`config.mk`:
```
export PLATFORM = sky130hd
export DESIGN_NAME = song_recorder_flat
export DESIGN_NICKNAME = d
export VERILOG_FILES = /design/src/rtl/song_recorder_pkg.sv /design/src/rtl/song_recorder_if.sv /design/src/rtl/song_recorder_note_dur_counter.sv /design/src/rtl/song_recorder.sv /design/src/flat_wrapper.sv
export SDC_FILE = /design/constraint.sdc
export NUM_CORES = 1
export LEC_CHECK = 0
export ABC_AREA = 1
export CAP_MARGIN = 30
export CORE_MARGIN = 2
export CORE_UTILIZATION = 50
export CTS_BUF_LIST = sky130_fd_sc_hd__clkbuf_8
export CTS_CLUSTER_DIAMETER = 150
export DETAILED_ROUTE_END_ITERATION = 16
export PLACE_DENSITY = 0.76
export RECOVER_POWER = 50
export SLEW_MARGIN = 20
export SYNTH_ARGS = -nofsm -noshare
export SYNTH_HDL_FRONTEND = slang
export SYNTH_SLANG_ARGS = --single-unit
```
`constraint.sdc`:
```
create_clock -name clk -period 2.61 [get_ports clk]
set_clock_uncertainty 0.2 [all_clocks]
set_input_delay 0.261 -clock clk [delete_from_list [all_inputs] [get_ports clk]]
set_output_delay 0.261 -clock clk [all_outputs]
set_load 0.005 [all_outputs]
```
`src/rtl/song_recorder_pkg.sv`:
```
// Shared definitions for the song recorder: note byte layout, defaults and FSM states.
package song_pkg;

    localparam int DUR_MSB  = 7;
    localparam int DUR_LSB  = 4;
    localparam int TONE_MSB = 3;
    localparam int TONE_LSB = 0;

    localparam int         DUR_MAX_DEF = 15;
    localparam logic [3:0] REST_TONE   = 4'd0;
    localparam logic [7:0] PAD_BYTE    = 8'h10;

    typedef enum logic [1:0] {
        ST_IDLE = 2'd0,
        ST_REC  = 2'd1,
        ST_PAD  = 2'd2
    } rec_state_e;

    function automatic logic [7:0] pack_note(input logic [3:0] dur, input logic [3:0] tone);
        logic [7:0] b;
        b                    = '0;
        b[DUR_MSB:DUR_LSB]   = dur;
        b[TONE_MSB:TONE_LSB] = tone;
        return b;
    endfunction

endpackage

```
`src/rtl/song_recorder_if.sv`:
```
// Tone-input and RAM-write-port bundle between the keypad side and the song recorder.
interface song_recorder_if;

    logic       tick;
    logic [3:0] tone_in;
    logic       rec_start;
    logic       rec_stop;
    logic       mem_we;
    logic [7:0] mem_addr;
    logic [7:0] mem_data;
    logic       recording;
    logic       full;
    logic [7:0] song_len;

    modport master (
        output tick, tone_in, rec_start, rec_stop,
        input  mem_we, mem_addr, mem_data, recording, full, song_len
    );

    modport slave (
        input  tick, tone_in, rec_start, rec_stop,
        output mem_we, mem_addr, mem_data, recording, full, song_len
    );

endinterface

```
`src/rtl/song_recorder_note_dur_counter.sv`:
```
// Duration counter for the note being captured: counts ticks, saturates at DUR_MAX
// and flags the tick that completes a full-length segment so the note is split.
module note_dur_counter
    import song_pkg::*;
#(
    parameter int DUR_MAX = DUR_MAX_DEF
) (
    input  logic       clk,
    input  logic       rst,
    input  logic       en_i,
    input  logic       clr_i,
    input  logic       tick_i,
    output logic [3:0] dur_o,
    output logic       split_o
);

    localparam logic [3:0] DUR_LIM = 4'(DUR_MAX);

    logic [3:0] cnt_q, cnt_d;
    logic [3:0] cnt_inc;

    // dur_o already includes this cycle's tick, so the change rules see the updated count
    always_comb begin
        cnt_inc = cnt_q;
        if (tick_i && (cnt_q < DUR_LIM)) cnt_inc = cnt_q + 4'd1;
    end

    assign dur_o   = cnt_inc;
    assign split_o = en_i && tick_i && (cnt_inc == DUR_LIM);

    always_comb begin
        cnt_d = cnt_q;
        if (clr_i || split_o) cnt_d = '0;
        else if (en_i)        cnt_d = cnt_inc;
    end

    always_ff @(posedge clk or negedge rst) begin
        if (!rst) cnt_q <= '0;
        else      cnt_q <= cnt_d;
    end

endmodule

```
`src/rtl/song_recorder.sv`:
```
// song_recorder: turns a live tone stream into {dur, tone} note bytes on the song RAM write port.
// Define SONG_RECORDER_PAD_EN to fill the remaining addresses with 1-tick rests after a stop.
module song_recorder
    import song_pkg::*;
#(
    parameter int MAX_ADDR = 20,
    parameter int DUR_MAX  = DUR_MAX_DEF
) (
    input logic            clk,
    input logic            rst,
    song_recorder_if.slave bus
);

    localparam logic [7:0] LAST_ADDR = 8'(MAX_ADDR);

`ifdef SONG_RECORDER_PAD_EN
    localparam rec_state_e STOP_STATE = ST_PAD;
`else
    localparam rec_state_e STOP_STATE = ST_IDLE;
`endif

    rec_state_e state_q, state_d;
    logic [7:0] addr_q, addr_d;
    logic [3:0] cur_tone_q, cur_tone_d;
    logic       mem_we_q, mem_we_d;
    logic [7:0] mem_addr_q, mem_addr_d;
    logic [7:0] mem_data_q, mem_data_d;
    logic       recording_q, recording_d;
    logic       full_q, full_d;
    logic       pad_q, pad_d;
    logic [7:0] song_len_q, song_len_d;

    logic [3:0] dur_next;
    logic       split;
    logic       emit, emit_pad, cnt_en, cnt_clr, tone_ld, restart;
    logic [7:0] emit_byte;
    logic       tone_chg, at_max;

    assign tone_chg = (bus.tone_in != cur_tone_q);
    assign at_max   = (addr_q == LAST_ADDR);

    note_dur_counter #(.DUR_MAX(DUR_MAX)) u_dur (
        .clk    (clk),
        .rst    (rst),
        .en_i   (cnt_en),
        .clr_i  (cnt_clr),
        .tick_i (bus.tick),
        .dur_o  (dur_next),
        .split_o(split)
    );

    always_ff @(posedge clk or negedge rst) begin
        if (!rst) state_q <= ST_IDLE;
        else      state_q <= state_d;
    end

    always_comb begin
        state_d = state_q;
        case (state_q)
            ST_IDLE: if (bus.rec_start) state_d = ST_REC;
            ST_REC: begin
                if (restart)              state_d = ST_REC;
                else if (emit && at_max)  state_d = ST_IDLE;
                else if (bus.rec_stop)    state_d = STOP_STATE;
            end
`ifdef SONG_RECORDER_PAD_EN
            ST_PAD:  if (at_max) state_d = ST_IDLE;
`endif
            default: state_d = ST_IDLE;
        endcase
    end

    // A split, change or stop all close the note with the tick-inclusive count
    always_comb begin
        emit      = 1'b0;
        emit_pad  = 1'b0;
        emit_byte = pack_note(dur_next, cur_tone_q);
        cnt_en    = 1'b0;
        cnt_clr   = 1'b0;
        tone_ld   = 1'b0;
        restart   = 1'b0;
        case (state_q)
            ST_IDLE: begin
                if (bus.rec_start) begin
                    restart = 1'b1;
                    cnt_clr = 1'b1;
                    tone_ld = 1'b1;
                end
            end
            ST_REC: begin
                if (bus.rec_start) begin
                    restart = 1'b1;
                    cnt_clr = 1'b1;
                    tone_ld = 1'b1;
                end else begin
                    cnt_en  = 1'b1;
                    emit    = split || ((bus.rec_stop || tone_chg) && (dur_next != 4'd0));
                    cnt_clr = bus.rec_stop || tone_chg;
                    tone_ld = !bus.rec_stop && tone_chg;
                end
            end
            ST_PAD: begin
                emit      = 1'b1;
                emit_pad  = 1'b1;
                emit_byte = PAD_BYTE;
            end
            default: ;
        endcase
    end

    // song_len trails the write strobe by one cycle and ignores pad bytes
    always_comb begin
        addr_d      = addr_q;
        cur_tone_d  = cur_tone_q;
        mem_we_d    = emit;
        mem_addr_d  = mem_addr_q;
        mem_data_d  = mem_data_q;
        pad_d       = emit_pad;
        full_d      = full_q;
        song_len_d  = song_len_q;
        recording_d = (state_d != ST_IDLE);
        if (emit) begin
            mem_addr_d = addr_q;
            mem_data_d = emit_byte;
            addr_d     = addr_q + 8'd1;
            if (!emit_pad && at_max) full_d = 1'b1;
        end
        if (tone_ld) cur_tone_d = bus.tone_in;
        if (mem_we_q && !pad_q) song_len_d = song_len_q + 8'd1;
        if (restart) begin
            addr_d     = '0;
            full_d     = 1'b0;
            song_len_d = '0;
        end
    end

    always_ff @(posedge clk or negedge rst) begin
        if (!rst) begin
            addr_q      <= '0;
            cur_tone_q  <= REST_TONE;
            mem_we_q    <= 1'b0;
            mem_addr_q  <= '0;
            mem_data_q  <= '0;
            pad_q       <= 1'b0;
            full_q      <= 1'b0;
            song_len_q  <= '0;
            recording_q <= 1'b0;
        end else begin
            addr_q      <= addr_d;
            cur_tone_q  <= cur_tone_d;
            mem_we_q    <= mem_we_d;
            mem_addr_q  <= mem_addr_d;
            mem_data_q  <= mem_data_d;
            pad_q       <= pad_d;
            full_q      <= full_d;
            song_len_q  <= song_len_d;
            recording_q <= recording_d;
        end
    end

    assign bus.mem_we    = mem_we_q;
    assign bus.mem_addr  = mem_addr_q;
    assign bus.mem_data  = mem_data_q;
    assign bus.recording = recording_q;
    assign bus.full      = full_q;
    assign bus.song_len  = song_len_q;

endmodule
```
`src/flat_wrapper.sv`:
```
// flat-port wrapper written by rule: the top's interface ports become plain ports
module song_recorder_flat import song_pkg::*;
#(
    parameter int MAX_ADDR = 20,
    parameter int DUR_MAX  = DUR_MAX_DEF
)
  (clk, rst, bus_tick, bus_tone_in, bus_rec_start, bus_rec_stop, bus_mem_we, bus_mem_addr, bus_mem_data, bus_recording, bus_full, bus_song_len);
  song_recorder_if bus_i ();
  input logic clk;
  input logic rst;
  input wire logic [$bits(bus_i.tick)-1:0] bus_tick;
  input wire logic [$bits(bus_i.tone_in)-1:0] bus_tone_in;
  input wire logic [$bits(bus_i.rec_start)-1:0] bus_rec_start;
  input wire logic [$bits(bus_i.rec_stop)-1:0] bus_rec_stop;
  output wire logic [$bits(bus_i.mem_we)-1:0] bus_mem_we;
  output wire logic [$bits(bus_i.mem_addr)-1:0] bus_mem_addr;
  output wire logic [$bits(bus_i.mem_data)-1:0] bus_mem_data;
  output wire logic [$bits(bus_i.recording)-1:0] bus_recording;
  output wire logic [$bits(bus_i.full)-1:0] bus_full;
  output wire logic [$bits(bus_i.song_len)-1:0] bus_song_len;
  assign bus_i.tick = bus_tick;
  assign bus_i.tone_in = bus_tone_in;
  assign bus_i.rec_start = bus_rec_start;
  assign bus_i.rec_stop = bus_rec_stop;
  assign bus_mem_we = bus_i.mem_we;
  assign bus_mem_addr = bus_i.mem_addr;
  assign bus_mem_data = bus_i.mem_data;
  assign bus_recording = bus_i.recording;
  assign bus_full = bus_i.full;
  assign bus_song_len = bus_i.song_len;
  song_recorder #(.MAX_ADDR(MAX_ADDR), .DUR_MAX(DUR_MAX)) u_core (.clk(clk), .rst(rst), .bus(bus_i));
endmodule
```
# [Word level (Yosys, flattened, before mapping)]
# Cells that the tools add are included.
[totals] regBits=46 inputBits=9 output_inout_bits=27 word_cells=70
[op_classes] add_sub_neg=3 magnitude_cmp=1 n_eq_ne=5 mux=27 n_reduce_logical=23
[op_table] op="8-bit two-way mux" n=5
[op_table] op="8-bit by 1-bit adder with 8-bit output (second input constant)" n=2
[op_table] op="4-bit two-way mux" n=3
[op_table] op="1-bit two-way mux" n=11
[op_table] op="2-bit nonzero test" n=5
[op_table] op="8-bit by 5-bit equality test with 1-bit output (second input constant)" n=1
[op_table] op="1-bit logical AND" n=8
[op_table] op="2-bit two-way mux" n=4
[op_table] op="1-bit one-hot mux with 2 select lines" n=3
[op_table] op="4-bit by 1-bit adder with 4-bit output (second input constant)" n=1
[op_table] op="4-bit equality test (second input constant)" n=1
[op_table] op="4-bit < comparator (second input constant)" n=1
[op_table] op="4-bit != test" n=1
[op_table] op="2-bit one-hot mux with 2 select lines" n=1
[op_table] op="4-bit nonzero test" n=1
[op_table] op="1-bit logical NOT" n=3
[op_table] op="1-bit logical OR" n=3
[op_table] op="2-bit by 1-bit equality test with 1-bit output (second input constant)" n=1
[op_table] op="2-bit equality test (second input constant)" n=1
[op_table] op="2-bit logical NOT" n=1
[op_table] op="2-bit AND reduction" n=1
[op_table] op="2-bit OR reduction" n=1

# [Longest topological paths before layout]
# Gate-level depths: netlist of the first run.
[logic_depth] ltp_word=13 ltp_mapped=14 ltp_nobuf=14

# [By module]
# A second synthesis of the first run with hierarchy kept.
[hier_totals] cells_unflattened=300 hier_area_um2=2414.8
[by_module_without_submodules] mod="song_recorder" instances=1 cells_per_inst=248 area_per_inst_um2=2074.5 seq_area_each_um2=1051.0
[by_module_without_submodules] mod="note_dur_counter" instances=1 cells_per_inst=52 area_per_inst_um2=340.3 seq_area_each_um2=100.1

# [Worst setup path after synthesis of the first run]
# OpenSTA, ideal clock, no wires.
[synth_timing] path_type="register -> register" from="register u_core.state_q[1]" to="register u_core.addr_q[3]" setup_ns=0.073 arrival_ns=1.674 required_ns=2.337 slack_ns=0.662 stages_incl_launch_ff=14 path_buffers=1 period_less_slack_ns=1.948 path_cell_list="dfrtp_1 inv_1 ha_1 inv_1 nor2_4 inv_1 a21oi_2 nand3_2 nand3_2 nand2_4 inv_2 buf_6 nand2_1 a21oi_2"
[synth_via] elab_chain_len=8 elab_cells_between_ends=13 classes_between="eq/ne (2); mux (5); reduce/logical (6)"
[synth_rtl] item="from (decl)" line="song_recorder.sv:22" text="rec_state_e state_q, state_d;"
[synth_rtl] item="from (signal assigned)" line="song_recorder.sv:54" text="else state_q <= state_d;"
[synth_rtl] item="2-bit by 1-bit equality test with 1-bit output" line="song_recorder.sv:82" text="case (state_q)"
[synth_rtl] item="1-bit two-way mux" line="song_recorder.sv:82"
[synth_rtl] item="1-bit logical AND (2 in a row)" line="song_recorder_note_dur_counter.sv:29" text="assign split_o = en_i && tick_i && (cnt_inc == DUR_LIM);"
[synth_rtl] item="1-bit logical OR" line="song_recorder.sv:97" text="emit = split || ((bus.rec_stop || tone_chg) && (dur_next != 4'd0));"
[synth_rtl] item="1-bit two-way mux" line="song_recorder.sv:91" text="if (bus.rec_start) begin"
[synth_rtl] item="1-bit one-hot mux with 2 select lines *" line="song_recorder.sv:82"
[synth_rtl] item="via u_core.emit" line="song_recorder.sv:35" text="logic emit, emit_pad, cnt_en, cnt_clr, tone_ld, restart;"
[synth_rtl] item="2-bit nonzero test (no line) *"
[synth_rtl] item="to (signal assigned)" line="song_recorder.sv:149" text="addr_q <= addr_d;"
[synth_rtl] item="to (decl)" line="song_recorder.sv:23" text="logic [7:0] addr_q, addr_d;"
# The timed path passes the listed nets; every way through them passes the cells marked *.
# A chain may end at the register's enable or synchronous reset.

# [Final worst setup path of the first run]
[layout_timing] from="register u_core.state_q[1]" to="register u_core.addr_q[3]"
[layout_via] elab_chain_len=8 elab_cells_between_ends=13 classes_between="eq/ne (2); mux (5); reduce/logical (6)"
[layout_rtl] item="2-bit by 1-bit equality test with 1-bit output" line="song_recorder.sv:82"
[layout_rtl] item="1-bit two-way mux" line="song_recorder.sv:82"
[layout_rtl] item="1-bit logical AND (2 in a row)" line="song_recorder_note_dur_counter.sv:29"
[layout_rtl] item="1-bit logical OR" line="song_recorder.sv:97"
[layout_rtl] item="1-bit two-way mux" line="song_recorder.sv:91"
[layout_rtl] item="1-bit one-hot mux with 2 select lines" line="song_recorder.sv:82"
[layout_rtl] item="2-bit nonzero test (no line)"
# Several ways; a longest one is shown, not always the timed one.

==> run_results.csv, run 1 <==
group,metric,value,unit
global_routing,grt_start_max_net_pins,47,
finish,final_area,2850,sq um
power_and_ir_drop,power_frac_clock,26.2,%
floorplanning,die_w,71.95,microns
power_and_ir_drop,p_per_area,845.9,nW/um^2
finish,syn2layout_area_growth,23.47,%
setup_path,path_max_fanout,18,
timing,worstMarginPinSlew,1.117,ns
synthesis,synth_top_area_share,49.86,%
timing,rsz0062_at_grt,"false",
synthesis,ys_warn_count,0,
setup_path,rr_startpoint,"u_core.state_q[1]",
clock_tree,h-tree-depth,2,
power_and_ir_drop,p_sw_share,33.27,%
power_and_ir_drop,p_comb_share,33.5,%
drt,num_vias,1947,
clock_tree,numClockSinks,46,
finish,diodes,0,
floorplanning,initial_core_util,52.30,%
clock_tree,clockBufferDepth,2,
power_and_ir_drop,intPower,1.609,mW
floorplanning,ios,36,
placed_design,port_buffers,35,
power_and_ir_drop,p_leak,1.388,nW
power_and_ir_drop,irDropWorstVdd,0.4936,mV
global_routing,grt_pass1_wl,8335,microns
finish,multi_input_area,963.4,sq um
finish,final_nets,340,
finish,seqCellArea,1151,sq um
finish,n_fill_cell,389,
drt,wl,4684,microns
timing,slew_violations,0,
timing,min_period,2.259,ns
setup_path,crit_required,2.64,ns
drt,drc,0,
floorplanning,dieArea,5176,sq um
status,status,"finished, final reports clean",
synthesis,async_flop_share,100.0,%
placed_design,hpwl,3389,microns
timing,slew_headroom,25.55,%
setup_path,rr_worst_depth,12,
timing,hold_ws,0.2884,ns
finish,layout_commonest_cell,"nand2_1",
clock_tree,clock_latency,0.31,ns
finish,drive_gt1_share,7.385,%
placed_design,gp_congestion,0.8570,
synthesis,netlist_area,2308,sq um
setup_path,crit_type,"reg -> reg",
drt,drtIter0Drc,104,
drt,wl_per_cell,12.42,microns
global_routing,grt_overflow_total,0,
timing,setup_viol,0,
min_path,hold_path_startpoint,"u_core.bus.mem_addr[7]",
synthesis,synth-edff-count,0,
setup_path,arrival,2.29,ns
finish,mostFrequentLayoutCells,"nand2_1, dfrtp_1, inv_1, o21ai_0, clkdlybuf4s50_1",
floorplanning,die_y,71.95,microns
global_routing,first_global_vias,1858,
timing,timing.final.crit_share,86.53,%
min_path,min_path_cells,2,
setup_path,startpoint_type,"flip-flop",
drt,drt_first_pass_iters,4,
setup_path,end_kind,"flip-flop",
power_and_ir_drop,p_sw,0.8021,mW
finish,final_util,64.57,%
clock_tree,cts_buffers,5,
floorplanning,rows,24,
synthesis,synth.distinct_cells,28,
drt,ant_nets,0,
synthesis,avgSynthCellArea,8.157,sq um
synthesis,syn_nets,299,
global_routing,antenna_found_initial,0,
clock_tree,cts_setup_buffers,0,
synthesis,synthTopCellsByArea,"dfrtp_1, nand2_1, inv_1",
min_path,hold_end,"u_core.bus.mem_addr[7]",
placed_design,placed_area,2709,sq um
timing,setup_tns,0,ns
clock_tree,cts_tree,"built",
timing,fmax,442.8,MHz
power_and_ir_drop,seq_power_share,40.2,%
synthesis,ys_seq_area_share,49.86,%
timing,hold_violations,0,
drt,vias_per_cell,5.164,
flow_run,drv_cap,0,
synthesis,ys_ff_latch,46,
synthesis,ys.flop_type,"dfrtp_1",
synthesis,synth_top_area_cell,"dfrtp_1",
setup_path,reg2reg_setup_slack,0.35,ns
floorplanning,core,4414,sq um
clock_tree,path_clk_slew,0.10,ns
clock_tree,cts-root-buf,"clkbuf_8",
synthesis,syn_inst,283,
min_path,min_path_type,"reg -> reg",
global_routing,grt_use_total,20.37,%
setup_path,timing.rr.end,"u_core.addr_q[3]",
-- power by group through the flow --
stage	clock, mW	sequential, mW	combinational (mW)
2_1_floorplan	0	0.982	0.476
3_3_place_gp	0	0.985	0.804
3_5_place_dp	0	0.988	0.829
4_1_cts	0.639	0.974	0.837
5_1_grt	0.667	0.991	0.937
6_report	0.632	0.970	0.809
-- metrics by stage --
step                std cells  setup slack (ns)  power [mW]
floorplan                 283            0.6623       1.458
global placement          368            0.3151       1.789
detailed placement        368            0.2536       1.816
CTS                       377            0.3660       2.451
global route              377           0.08980       2.596
finish                    377            0.3515       2.411
-- flip-flops by register name (all words and copies together) (netlist names) --
| register | flops |
|---|---|
| u_core.bus.mem_data | 8 |
| u_core.bus.song_len | 8 |
| u_core.addr_q | 8 |
| u_core.u_dur.cnt_q | 4 |
| u_core.bus.mem_addr | 8 |
| u_core.cur_tone_q | 4 |
| u_core.pad_q | 1 |
| u_core.bus.recording | 1 |
| u_core.state_q | 2 |
| u_core.bus.full | 1 |
| u_core.bus.mem_we | 1 |
-- Yosys cell counts, drive strengths merged, types with 2 or more instances --
master and n:
dfrtp 46, a21oi 11, nand4 5, o31ai 6, clkbuf 2, nor4 3
nor3 4, inv 41, ha 7, nand3 16, buf 4, o21ai 26
nand2 79, nor2 25, a211oi 3
-- final cells by class --
class	count	share of cell area (%)
clock buffer	5	2.414
multi-input combinational	190	33.80
tap	52	2.283
sequential	46	40.39
clock inverter	3	2.414
timing repair buffer	40	13.30
inverter	41	5.399
-- worst max path at each step --
stage / from / end / slack, ns / cells past startpoint
2_1_floorplan: u_core.state_q[1] / u_core.addr_q[3] / 0.66 / 13
3_3_place_gp: bus_tick / u_core.addr_q[5] / 0.32 / 13
3_5_place_dp: bus_tick / u_core.addr_q[5] / 0.25 / 13
4_1_cts: u_core.state_q[1] / u_core.addr_q[3] / 0.37 / 12
5_1_grt: u_core.state_q[1] / u_core.addr_q[3] / 0.09 / 12
6_report: u_core.state_q[1] / u_core.addr_q[3] / 0.35 / 12
-- cells by family after synthesis --
group	synth area share (%)
buf+inv	8.401
compound gates	11.87
fa+ha+maj	3.794
flops	49.86
xor+xnor	0.3795
simple gates	25.69
-- critical path: stages (launching register included) --
cell,delay [ns]
dfrtp_1,0.38
inv_1,0.09
ha_1,0.23
inv_1,0.10
nor2_4,0.11
inv_1,0.11
a21oi_2,0.16
nand3_2,0.11
nand3_2,0.11
nand2_4,0.13
inv_2,0.20
nand2_1,0.09
a21oi_2,0.15
-- layer usage --
layer / wire (microns) / global-route usage [%] / share of wire [%]
met5: 0 / 0 / 0
met4: 55 / 6.709 / 1.2
met3: 292 / 4.861 / 6.2
met2: 2148 / 32.41 / 46
met1: 2187 / 27.74 / 47
-- timing repair --
action                     in CTS  in global routing
hold buffers                    1                  0
resized for setup               0                  0
hold endpoints to repair       46                  0
setup endpoints to repair       0                  0
No activity file was read; power rests on OpenSTA's default activity.
==> inputs of run 2 (changes only) <==
- CAP_MARGIN: 30 -> 5
- CORE_MARGIN: 2 -> 1.5
==> run 2 against run 1 <==
Effect of this change: via count grew 0.46%; fmax shrank 3.2%; power shrank 4.3%; non-clock buffer count is the same; core utilization shrank 0.24 points; critical path type unchanged; critical endpoint unchanged.
==> run_results.csv, run 2 (synthesis gave the netlist of run 1 again) <==
group,metric,value,unit
clock_tree,ctsResizeCount,0,
drt,drc,0,
drt,wl_per_cell,12.71,microns
drt,drtIter0Drc,145,
floorplanning,rows,24,
drt,vias_per_cell,5.202,
setup_path,path_cells,"inv_1, ha_1, inv_1, nor2_4, inv_1, a21oi_2, nand3_2, nand3_2, nand2_4, inv_2, nand2_1, a21oi_2",
clock_tree,path_clk_slew,0.08,ns
timing,timing.final.crit_share,89.36,%
clock_tree,cts_setup_buffers,0,
timing,slew_headroom,32.33,%
setup_path,end_kind,"flip-flop",
timing,setup_tns,0,ns
clock_tree,cts_buffers,5,
floorplanning,ios,36,
placed_design,placed_area,2709,sq um
timing,worstMarginPinSlew,1.015,ns
drt,ant_nets,0,
drt,num_vias,1956,
setup_path,path_max_fanout,21,
global_routing,grt_pass1_wl,8252,microns
clock_tree,cts-root-buf,"clkbuf_8",
finish,layout_commonest_cell,"nand2_1",
setup_path,crit_family,"simple AND/OR/NAND/NOR gates",
timing,hold_ws,0.2806,ns
flow_run,drv_cap,0,
placed_design,dp.cells,368,
power_and_ir_drop,power_frac_clock,23.2,%
finish,diodes,0,
clock_tree,h-tree-depth,2,
finish,final_util,64.33,%
power_and_ir_drop,p_sw,0.7821,mW
clock_tree,numClockSinks,46,
power_and_ir_drop,p_leak,1.375,nW
setup_path,cp.depth,12,
min_path,min_path_type,"reg -> reg",
power_and_ir_drop,intPower,1.524,mW
setup_path,cp_common_cell,"inv_1",
power_and_ir_drop,seq_power_share,42.1,%
drt,wl,4778,microns
setup_path,reg2reg_setup_slack,0.28,ns
global_routing,grt_overflow_total,0,
timing,rsz0062_at_grt,"false",
setup_path,cp_slowest_cell,"dfrtp_1",
setup_path,startpoint_type,"flip-flop",
finish,fin_cells,376,
power_and_ir_drop,p_sw_share,33.91,%
placed_design,port_buffers,35,
clock_tree,cts_tree,"built",
finish,drive_gt1_share,6.481,%
timing,slew_violations,0,
timing,setup_viol,0,
timing,fmax,428.8,MHz
finish,final_nets,340,
finish,syn2layout_area_growth,22.17,%
setup_path,rr_worst_depth,12,
status,status,"finished, final reports clean",
floorplanning,core,4384,sq um
finish,mostFrequentLayoutCells,"nand2_1, dfrtp_1, inv_1, o21ai_0, clkdlybuf4s50_1",
placed_design,gp_congestion,0.8576,
clock_tree,cts_hold_buf,1,
min_path,min_path_cells,2,
timing,hold_violations,0,
finish,final_area,2820,sq um
power_and_ir_drop,p_comb_share,34.7,%
drt,drt_first_pass_iters,4,
global_routing,grt_start_max_net_pins,28,
setup_path,crit_type,"reg -> reg",
placed_design,hpwl,3554,microns
floorplanning,die_w,70.95,microns
floorplanning,initial_core_util,52.65,%
setup_path,crit_required,2.63,ns
power_and_ir_drop,p_per_area,817.8,nW/um^2
setup_path,arrival,2.36,ns
global_routing,antenna_found_initial,0,
timing,min_period,2.332,ns
clock_tree,clock_latency,0.29,ns
floorplanning,dieArea,5033,sq um
setup_path,critPathMaxStageDelay,0.40,ns
setup_path,cp_num_buf_inv,4,
clock_tree,clockBufferDepth,2,
global_routing,first_global_vias,1860,
floorplanning,die_y,70.95,microns
power_and_ir_drop,irDropWorstVdd,0.5262,mV
global_routing,grt_use_total,20.49,%
==> run 2: cell types whose count changed in the layout (fill, tap and decap cells not counted) <==
cell and delta:
buf_2 -1, bufinv_16 -1, clkinv_4 -1, buf_4 -1
clkbuf_1 +2, clkbuf_8 +1
==> run 2: final cells by class <==
class | instances | area [sq um]
fill | 405 | 1564
sequential | 46 | 1151
multi-input combinational | 190 | 963.4
timing repair buffer | 40 | 374.1
inverter | 41 | 153.9
clock buffer | 6 | 82.58
tap | 52 | 65.06
clock inverter | 1 | 30.03
==> run 2: worst paths after layout <==
path,startpoint,end
setup / recovery,u_core.state_q[1],u_core.addr_q[3]
hold / removal,u_core.bus.mem_data[6],u_core.bus.mem_data[6]
setup reg to reg,u_core.state_q[1],u_core.addr_q[3]
hold reg to reg,u_core.bus.mem_data[6],u_core.bus.mem_data[6]
max in group asynchronous,rst,u_core.bus.mem_data[2]
min in group asynchronous,rst,u_core.addr_q[6]
==> run 2: worst register-to-register path, stage by stage (launching register included) <==
cell and delay [ns]:
dfrtp_1 0.40, inv_1 0.10, ha_1 0.22, inv_1 0.10
nor2_4 0.12, inv_1 0.12, a21oi_2 0.17, nand3_2 0.11
nand3_2 0.12, nand2_4 0.15, inv_2 0.22, nand2_1 0.10
a21oi_2 0.15
==> run 2: power by group through the flow <==
| stage | Combinational, mW | Clock (mW) | Sequential (mW) |
|---|---|---|---|
| 2_1_floorplan | 0.476 | 0 | 0.982 |
| 3_3_place_gp | 0.805 | 0 | 0.987 |
| 3_5_place_dp | 0.824 | 0 | 0.989 |
| 4_1_cts | 0.833 | 0.546 | 0.977 |
| 5_1_grt | 0.920 | 0.568 | 0.996 |
| 6_report | 0.800 | 0.535 | 0.972 |
==> run 2: through the flow <==
step | setup slack (ns) | total power, mW
after floorplan | 0.6623 | 1.458
after global placement | 0.2917 | 1.792
after detailed placement | 0.2053 | 1.813
after CTS | 0.2688 | 2.356
after global routing | 0.07331 | 2.484
final | 0.2777 | 2.306
==> run 2: routing by layer <==
layer / part of all wire (%) / global-route usage, % / routed length, microns / vias to the layer above
met2: 47 / 34.48 / 2252 / 50
met3: 4.7 / 4.558 / 223 / 8
met5: 0 / 0 / 0 / -
li1: - / - / - / 989
met1: 47 / 26.59 / 2249 / 909
met4: 1.1 / 6.289 / 52 / 0
==> inputs of run 3 (changes only) <==
- CTS_CLUSTER_DIAMETER: 150 -> 120
- SKIP_LAST_GASP: unset -> 1
==> results of run 3 <==
Same layout as run 2: the final DEF is identical, and so are final timing and power.
